==> config.mk <==
export PLATFORM = sky130hd
export DESIGN_NAME = wb_port_arbiter
export DESIGN_NICKNAME = d
export VERILOG_FILES = /design/src/rtl/mips_pkg.sv /design/src/rtl/wb_result_fifo.sv /design/src/rtl/wb_port_arbiter.sv
export SDC_FILE = /design/constraint.sdc
export NUM_CORES = 1
export LEC_CHECK = 0
export CAP_MARGIN = 20
export CELL_PAD_IN_SITES_DETAIL_PLACEMENT = 0
export CELL_PAD_IN_SITES_GLOBAL_PLACEMENT = 1
export CORE_MARGIN = 2
export CORE_UTILIZATION = 45
export DETAILED_ROUTE_END_ITERATION = 8
export PLACE_DENSITY = 0.92
export SLEW_MARGIN = 5
export SYNTH_ARGS = -nofsm -noshare
export SYNTH_HDL_FRONTEND = slang
export SYNTH_HIERARCHICAL = 1
export SYNTH_SLANG_ARGS = --single-unit
==> constraint.sdc <==
create_clock -name clk -period 4.9 [get_ports clk]
set_input_delay 0.98 -clock clk [delete_from_list [all_inputs] [get_ports clk]]
set_output_delay 0.98 -clock clk [all_outputs]
set_load 0.005 [all_outputs]
==> src/rtl/mips_pkg.sv <==
// Shared widths, arbiter state encoding and the regfile write payload.
package mips_pkg;

   localparam int unsigned REG_AW = 5;
   localparam int unsigned DATA_W = 32;

   typedef enum logic {
      ARB_NORMAL = 1'b0,
      ARB_STALL  = 1'b1
   } arb_state_t;

   typedef struct packed {
      logic              we;
      logic [REG_AW-1:0] addr;
      logic [DATA_W-1:0] data;
   } rf_wr_t;

endpackage

==> src/rtl/wb_result_fifo.sv <==
// Mult/div result FIFO: DEPTH entries of {valid, rd, data}, written in push order.
// WB_KILL_STALE_EN adds a kill-by-rd port that clears the valid bit of every stored
// entry whose rd matches a younger pipeline write.
module wb_result_fifo
   import mips_pkg::*;
#(
   parameter int unsigned DW    = DATA_W,
   parameter int unsigned AW    = REG_AW,
   parameter int unsigned DEPTH = 2
) (
   input  logic          clk,
   input  logic          rst_n,
   input  logic          i_push,
   input  logic [AW-1:0] i_rd,
   input  logic [DW-1:0] i_data,
   input  logic          i_pop,
`ifdef WB_KILL_STALE_EN
   input  logic          i_kill,
   input  logic [AW-1:0] i_kill_rd,
`endif
   output logic          o_full,
   output logic          o_empty,
   output logic          o_head_valid,
   output logic [AW-1:0] o_head_rd,
   output logic [DW-1:0] o_head_data
);

   localparam int unsigned PW = $clog2(DEPTH);
   localparam int unsigned CW = $clog2(DEPTH + 1);

   logic [PW-1:0]    r_wptr;
   logic [PW-1:0]    r_rptr;
   logic [CW-1:0]    r_count;
   logic [CW-1:0]    w_count_nxt;
   logic             r_full;
   logic [DEPTH-1:0] r_valid;
   logic [DEPTH-1:0] w_valid_nxt;
   logic [AW-1:0]    r_rd   [DEPTH];
   logic [DW-1:0]    r_data [DEPTH];
   logic             w_push;
   logic             w_pop;

   // No same-cycle bypass: a full FIFO refuses pushes even when popping.
   assign w_push = i_push && !r_full;
   assign w_pop  = i_pop && (r_count != '0);

   // Occupancy update; simultaneous push and pop leaves it unchanged.
   always_comb begin
      w_count_nxt = r_count;
      if (w_push && !w_pop) begin
         w_count_nxt = r_count + CW'(1);
      end else if (w_pop && !w_push) begin
         w_count_nxt = r_count - CW'(1);
      end
   end

   // Per-entry valid bits: kill first, then retire the head, then mark the new tail.
   always_comb begin
      w_valid_nxt = r_valid;
`ifdef WB_KILL_STALE_EN
      for (int unsigned i = 0; i < DEPTH; i++) begin
         if (i_kill && (r_rd[PW'(i)] == i_kill_rd)) begin
            w_valid_nxt[PW'(i)] = 1'b0;
         end
      end
`endif
      if (w_pop) begin
         w_valid_nxt[r_rptr] = 1'b0;
      end
      if (w_push) begin
         w_valid_nxt[r_wptr] = 1'b1;
      end
   end

   // Pointers, occupancy, full flag and valid bits.
   always_ff @(posedge clk or negedge rst_n) begin
      if (!rst_n) begin
         r_wptr  <= '0;
         r_rptr  <= '0;
         r_count <= '0;
         r_full  <= 1'b0;
         r_valid <= '0;
      end else begin
         if (w_push) begin
            r_wptr <= r_wptr + PW'(1);
         end
         if (w_pop) begin
            r_rptr <= r_rptr + PW'(1);
         end
         r_count <= w_count_nxt;
         r_full  <= (w_count_nxt == CW'(DEPTH));
         r_valid <= w_valid_nxt;
      end
   end

   // Payload storage; contents are meaningless until the valid bit is set.
   always_ff @(posedge clk) begin
      if (w_push) begin
         r_rd[r_wptr]   <= i_rd;
         r_data[r_wptr] <= i_data;
      end
   end

   assign o_full       = r_full;
   assign o_empty      = (r_count == '0);
   assign o_head_valid = r_valid[r_rptr];
   assign o_head_rd    = r_rd[r_rptr];
   assign o_head_data  = r_data[r_rptr];

endmodule

==> src/rtl/wb_port_arbiter.sv <==
// Register-file write port arbiter between the MEM/WB writeback and the mult/div
// result FIFO. A starvation counter forces a one-cycle pipeline stall so queued
// mult/div results always drain. WB_KILL_STALE_EN: granted pipeline writes
// invalidate queued results to the same rd.
module wb_port_arbiter
   import mips_pkg::*;
#(
   parameter int unsigned DW         = DATA_W,
   parameter int unsigned AW         = REG_AW,
   parameter int unsigned DEPTH      = 2,
   parameter int unsigned STARVE_MAX = 4
) (
   input  logic          clk,
   input  logic          rst_n,
   input  logic          wb_regWrite,
   input  logic [AW-1:0] wb_rd,
   input  logic [DW-1:0] wb_data,
   input  logic          md_valid,
   output logic          md_ready,
   input  logic [AW-1:0] md_rd,
   input  logic [DW-1:0] md_data,
   output logic          rf_we,
   output logic [AW-1:0] rf_waddr,
   output logic [DW-1:0] rf_wdata,
   output logic          pipe_stall
);

   localparam int unsigned SW = $clog2(STARVE_MAX + 1);

   arb_state_t    r_state;
   arb_state_t    w_state_nxt;
   logic [SW-1:0] r_starve_cnt;
   logic [SW-1:0] w_starve_nxt;

   logic          r_rf_we;
   logic [AW-1:0] r_rf_waddr;
   logic [DW-1:0] r_rf_wdata;
   logic          r_pipe_stall;

   logic          w_wb_req;
   logic          w_md_push;
   logic          w_pop;
   logic          w_fifo_full;
   logic          w_fifo_empty;
   logic          w_head_valid;
   logic [AW-1:0] w_head_rd;
   logic [DW-1:0] w_head_data;
   logic          w_grant_we;
   logic [AW-1:0] w_grant_addr;
   logic [DW-1:0] w_grant_data;

   // A stalled pipeline holds its write; it is not a request until the stall clears.
   assign w_wb_req  = wb_regWrite && (wb_rd != '0) && !r_pipe_stall;
   // rd=0 results complete the handshake but are dropped.
   assign w_md_push = md_valid && (md_rd != '0);
   assign md_ready  = !w_fifo_full;

   wb_result_fifo #(
      .DW    (DW),
      .AW    (AW),
      .DEPTH (DEPTH)
   ) u_fifo (
      .clk          (clk),
      .rst_n        (rst_n),
      .i_push       (w_md_push),
      .i_rd         (md_rd),
      .i_data       (md_data),
      .i_pop        (w_pop),
`ifdef WB_KILL_STALE_EN
      .i_kill       (w_wb_req),
      .i_kill_rd    (wb_rd),
`endif
      .o_full       (w_fifo_full),
      .o_empty      (w_fifo_empty),
      .o_head_valid (w_head_valid),
      .o_head_rd    (w_head_rd),
      .o_head_data  (w_head_data)
   );

   // Grant selection, starvation counting and next state.
   always_comb begin
      w_state_nxt  = r_state;
      w_starve_nxt = r_starve_cnt;
      w_pop        = 1'b0;
      w_grant_we   = 1'b0;
      w_grant_addr = '0;
      w_grant_data = '0;

      // wb_req is already low in STALL, so the FIFO head wins there unconditionally.
      if (w_wb_req) begin
         w_grant_we   = 1'b1;
         w_grant_addr = wb_rd;
         w_grant_data = wb_data;
      end else if (!w_fifo_empty) begin
         w_pop      = 1'b1;
         w_grant_we = w_head_valid;
         if (w_head_valid) begin
            w_grant_addr = w_head_rd;
            w_grant_data = w_head_data;
         end
      end

      case (r_state)
         ARB_NORMAL: begin
            if (w_fifo_empty || w_pop) begin
               w_starve_nxt = '0;
            end else if (r_starve_cnt != SW'(STARVE_MAX)) begin
               w_starve_nxt = r_starve_cnt + SW'(1);
            end
            if (w_starve_nxt == SW'(STARVE_MAX)) begin
               w_state_nxt = ARB_STALL;
            end
         end
         ARB_STALL: begin
            w_starve_nxt = '0;
            w_state_nxt  = ARB_NORMAL;
         end
         default: begin
            w_starve_nxt = '0;
            w_state_nxt  = ARB_NORMAL;
         end
      endcase
   end

   // FSM state and starvation counter.
   always_ff @(posedge clk or negedge rst_n) begin
      if (!rst_n) begin
         r_state      <= ARB_NORMAL;
         r_starve_cnt <= '0;
      end else begin
         r_state      <= w_state_nxt;
         r_starve_cnt <= w_starve_nxt;
      end
   end

   // Registered write port and stall; the stall flop tracks the next state.
   always_ff @(posedge clk or negedge rst_n) begin
      if (!rst_n) begin
         r_rf_we      <= 1'b0;
         r_rf_waddr   <= '0;
         r_rf_wdata   <= '0;
         r_pipe_stall <= 1'b0;
      end else begin
         r_rf_we      <= w_grant_we;
         r_rf_waddr   <= w_grant_addr;
         r_rf_wdata   <= w_grant_data;
         r_pipe_stall <= (w_state_nxt == ARB_STALL);
      end
   end

   assign rf_we      = r_rf_we;
   assign rf_waddr   = r_rf_waddr;
   assign rf_wdata   = r_rf_wdata;
   assign pipe_stall = r_pipe_stall;

endmodule

==> flow_summary_export.csv <==
group,metric,value,unit
power_and_ir_drop,powerDensity,550,nW/µm²
timing,fin_tns_setup,0,ps
yosys,synth_cell_types,36,
yosys,ys_ff_latch,123,
global_routing,antenna_found_initial,0,
cts,clk_path_buf_depth,2,
placement,placed_area,6540,µm²
cts,hold_buffers,0,
timing,hold_violations,0,
yosys,synth_commonest_cells,"edfxtp_1 (74), dfrtp_1 (49), inv_1 (37), mux2_4 (37), nand2_1 (37)",
cts,post_cts_resized,0,
timing,period_minus_slack,2930,ps
finish,final_util,63.0,%
cts,clk_pin_slew,50,ps
finish,fin_cells,608,
timing,slew_viol_final,0,
floorplan,initial_core_util,46.1,%
cts,cts_root_buf,"clkbuf_16",
yosys,synthTopCellsByArea,"edfxtp_1 (42%), dfrtp_1 (23%), mux2_4 (11%)",
routing,ant_nets,0,
power_and_ir_drop,power,3970,µW
yosys,synth_enable_flop_cells,74,
routing,wl,10.5,mm
global_routing,grt-ovfl-total,0,
status,status,"finished clean",
worst_setup_path,r2r_start,"u_fifo/r_count[0]$_DFF_PN0_",
yosys,synth_cells,330,
yosys,netlist.top_cell.by_area,"edfxtp_1",
placement,hpwl,6.58,mm
yosys,postSynthAreaPerCell,16.0,µm²
timing,tightest_slew,1100,ps
timing,slew_headroom,26.8,%
floorplan,dieHeight,112,µm
worst_setup_path,path_class,"input port to register",
routing,drt_first_iter_violations,124,
cts,insertion_delay,400,ps
floorplan,die_w,112,µm
timing,rsz0062_at_grt,"false",
worst_setup_path,end_kind,"register",
cts,cts.htree.levels,4,
placement,place.gp.congestion,0.765,
cts,clock-sinks,123,
power_and_ir_drop,p_leak,0.00287,µW
global_routing,grt_max_degree,50,
finish,final_nets,533,
yosys,postSynth.asyncResetShare,39.8,%
worst_setup_path,worstSetupStartpointType,"input port",
finish,postLayoutCellArea,7220,µm²
worst_setup_path,worstPathMaxFanout,33,
floorplan,io_pins,118,
finish,drive_above_1_share,24.5,%
job,maxCapViolations,0,
floorplan,die_area,12600,µm²
timing,max_freq,0.342,GHz
yosys,seq_area_frac_synth,65.2,%
cts,cts_tree,"yes",
yosys,synthFlopType,"edfxtp_1",
yosys,yosysMostFrequentCell,"edfxtp_1",
floorplan,core_area,11500,µm²
routing,dr.pass1.iters,4,
timing,setup_viol,0,
timing,fin_skew,10.2,ps
placement,port_buffers,117,
finish,diodes,0,
hold_path,worstHoldPathType,"register to register",
finish,fill_cells,840,
yosys,netlist_area,5290,µm²
cts,numCtsBuffers,17,
cts,cts_setup_buffers,0,
global_routing,grt_pass1_wl,17.0,mm
routing,num_vias,3085,
hold_path,hp-start,"u_fifo/r_valid[1]$_DFF_PN0_",
timing,period_share,59.7,%
worst_setup_path,cp_data_required_time,5230,ps
global_routing,grt_use_total,17.7,%
global_routing,grt_pass1_vias,3409,
yosys,syn-num-nets,411,
yosys,synth_top_area_share,42.0,%
placement,dp_cells,573,
worst_setup_path,crit_arrival,3250,ps
floorplan,core.rowCount,39,
routing,vias_per_cell,5.07,
power_and_ir_drop,ir_worst_vdd,0.333,mV
worst_setup_path,crit_path_start,"wb_rd[1]",
yosys,ys_warn_count,6,
finish,syn_to_final_growth,36.5,%
routing,wl_per_cell,17.3,µm
routing,route.detailed.drc,0,
path summary, 6_finish.rpt:
| path | slack [ps] | end | cells past startpoint |
|---|---|---|---|
| max in group asynchronous | 3810 | u_fifo/r_rptr$_DFFE_PN0P_ | 2 |
| min | 510 | u_fifo/r_valid[1]$_DFF_PN0_ | 1 |
| min reg2reg | 510 | u_fifo/r_valid[1]$_DFF_PN0_ | 1 |
| max reg2reg | 2660 | rf_wdata[31]$_DFF_PN0_ | 4 |
| max | 1970 | u_fifo/o_full$_DFF_PN0_ | 8 |
| min in group asynchronous | 540 | rf_wdata[30]$_DFF_PN0_ | 1 |
logic make-up (layout without fill, tap and decap cells):
group / count (synthesis) / after routing / share of synthesized area, %
fa+ha+maj: 3 / 3 / 0.710
simple gates: 58 / 58 / 5.44
mux: 39 / 39 / 10.9
flops: 123 / 123 / 65.2
compound gates: 46 / 46 / 11.6
xor+xnor: 5 / 5 / 0.828
buf+inv: 56 / 191 / 5.32
flip-flops by register name, indices dropped and copies added (netlist names):
| signal | cells |
|---|---|
| u_fifo/r_data | 64 |
| rf_wdata | 32 |
| u_fifo/r_rd | 10 |
| rf_waddr | 5 |
| r_starve_cnt | 3 |
| u_fifo/r_count | 2 |
| u_fifo/r_valid | 2 |
| pipe_stall | 1 |
| rf_we | 1 |
| u_fifo/o_full | 1 |
| u_fifo/r_rptr | 1 |
| u_fifo/r_wptr | 1 |
metrics by stage:
stage / setup WS, ps / hold WS, ps
floorplan: 1610 / 450
global placement: 1700 / 465
detailed placement: 1570 / 476
CTS: 1980 / 490
global route: 1860 / 517
finish: 1970 / 505
cell usage in the layout, fill, tap and decap left out, types with 3 or more instances in the layout:
cell type	synthesis	routed
a32o_1	5	5
bufinv_16	0	4
clkbuf_1	7	3
clkbuf_16	0	17
clkdlybuf4s50_1	0	116
clkinvlp_4	0	4
dfrtp_1	49	48
edfxtp_1	74	74
ha_1	3	3
inv_1	37	37
mux2_4	37	37
nand2_1	37	37
nor2_1	5	3
nor2b_4	2	3
o21ai_0	3	3
o32ai_1	3	3
o32ai_2	29	29
xnor2_1	5	5
critical path: stages:
cell and delay [ps]:
clkdlybuf4s50_1 420, or4_4 590, o21a_4 410, nor2_1 220, nor2b_4 200, xnor2_1 170
nand2_1 120, mux2i_1 120
area by class of cell:
class                   count  area [µm²]  area share (%)
flip-flops and latches    123        3450            47.8
inverters                  37         139            1.92
clock inverters            12         173            2.39
repair buffers            122        1260            17.4
multi-input cells         151        1590            22.0
well taps                 143         179            2.48
clock buffers              20         437            6.05
routing by layer:
metal  vias to the layer above  global-route usage, %  share of wire [%]
li1                       1451                      -                  -
met3                        14                   4.86                5.1
met5                         -                      0                  0
met1                      1517                   20.7                 42
met2                       103                   31.1                 52
met4                         0                   6.75                1.3
power breakdown:
part	internal, µW	switching (µW)
clock network	847	428
registers	1380	86.1
logic	647	582
total	2880	1100
Power figures use the tool's default switching activity.
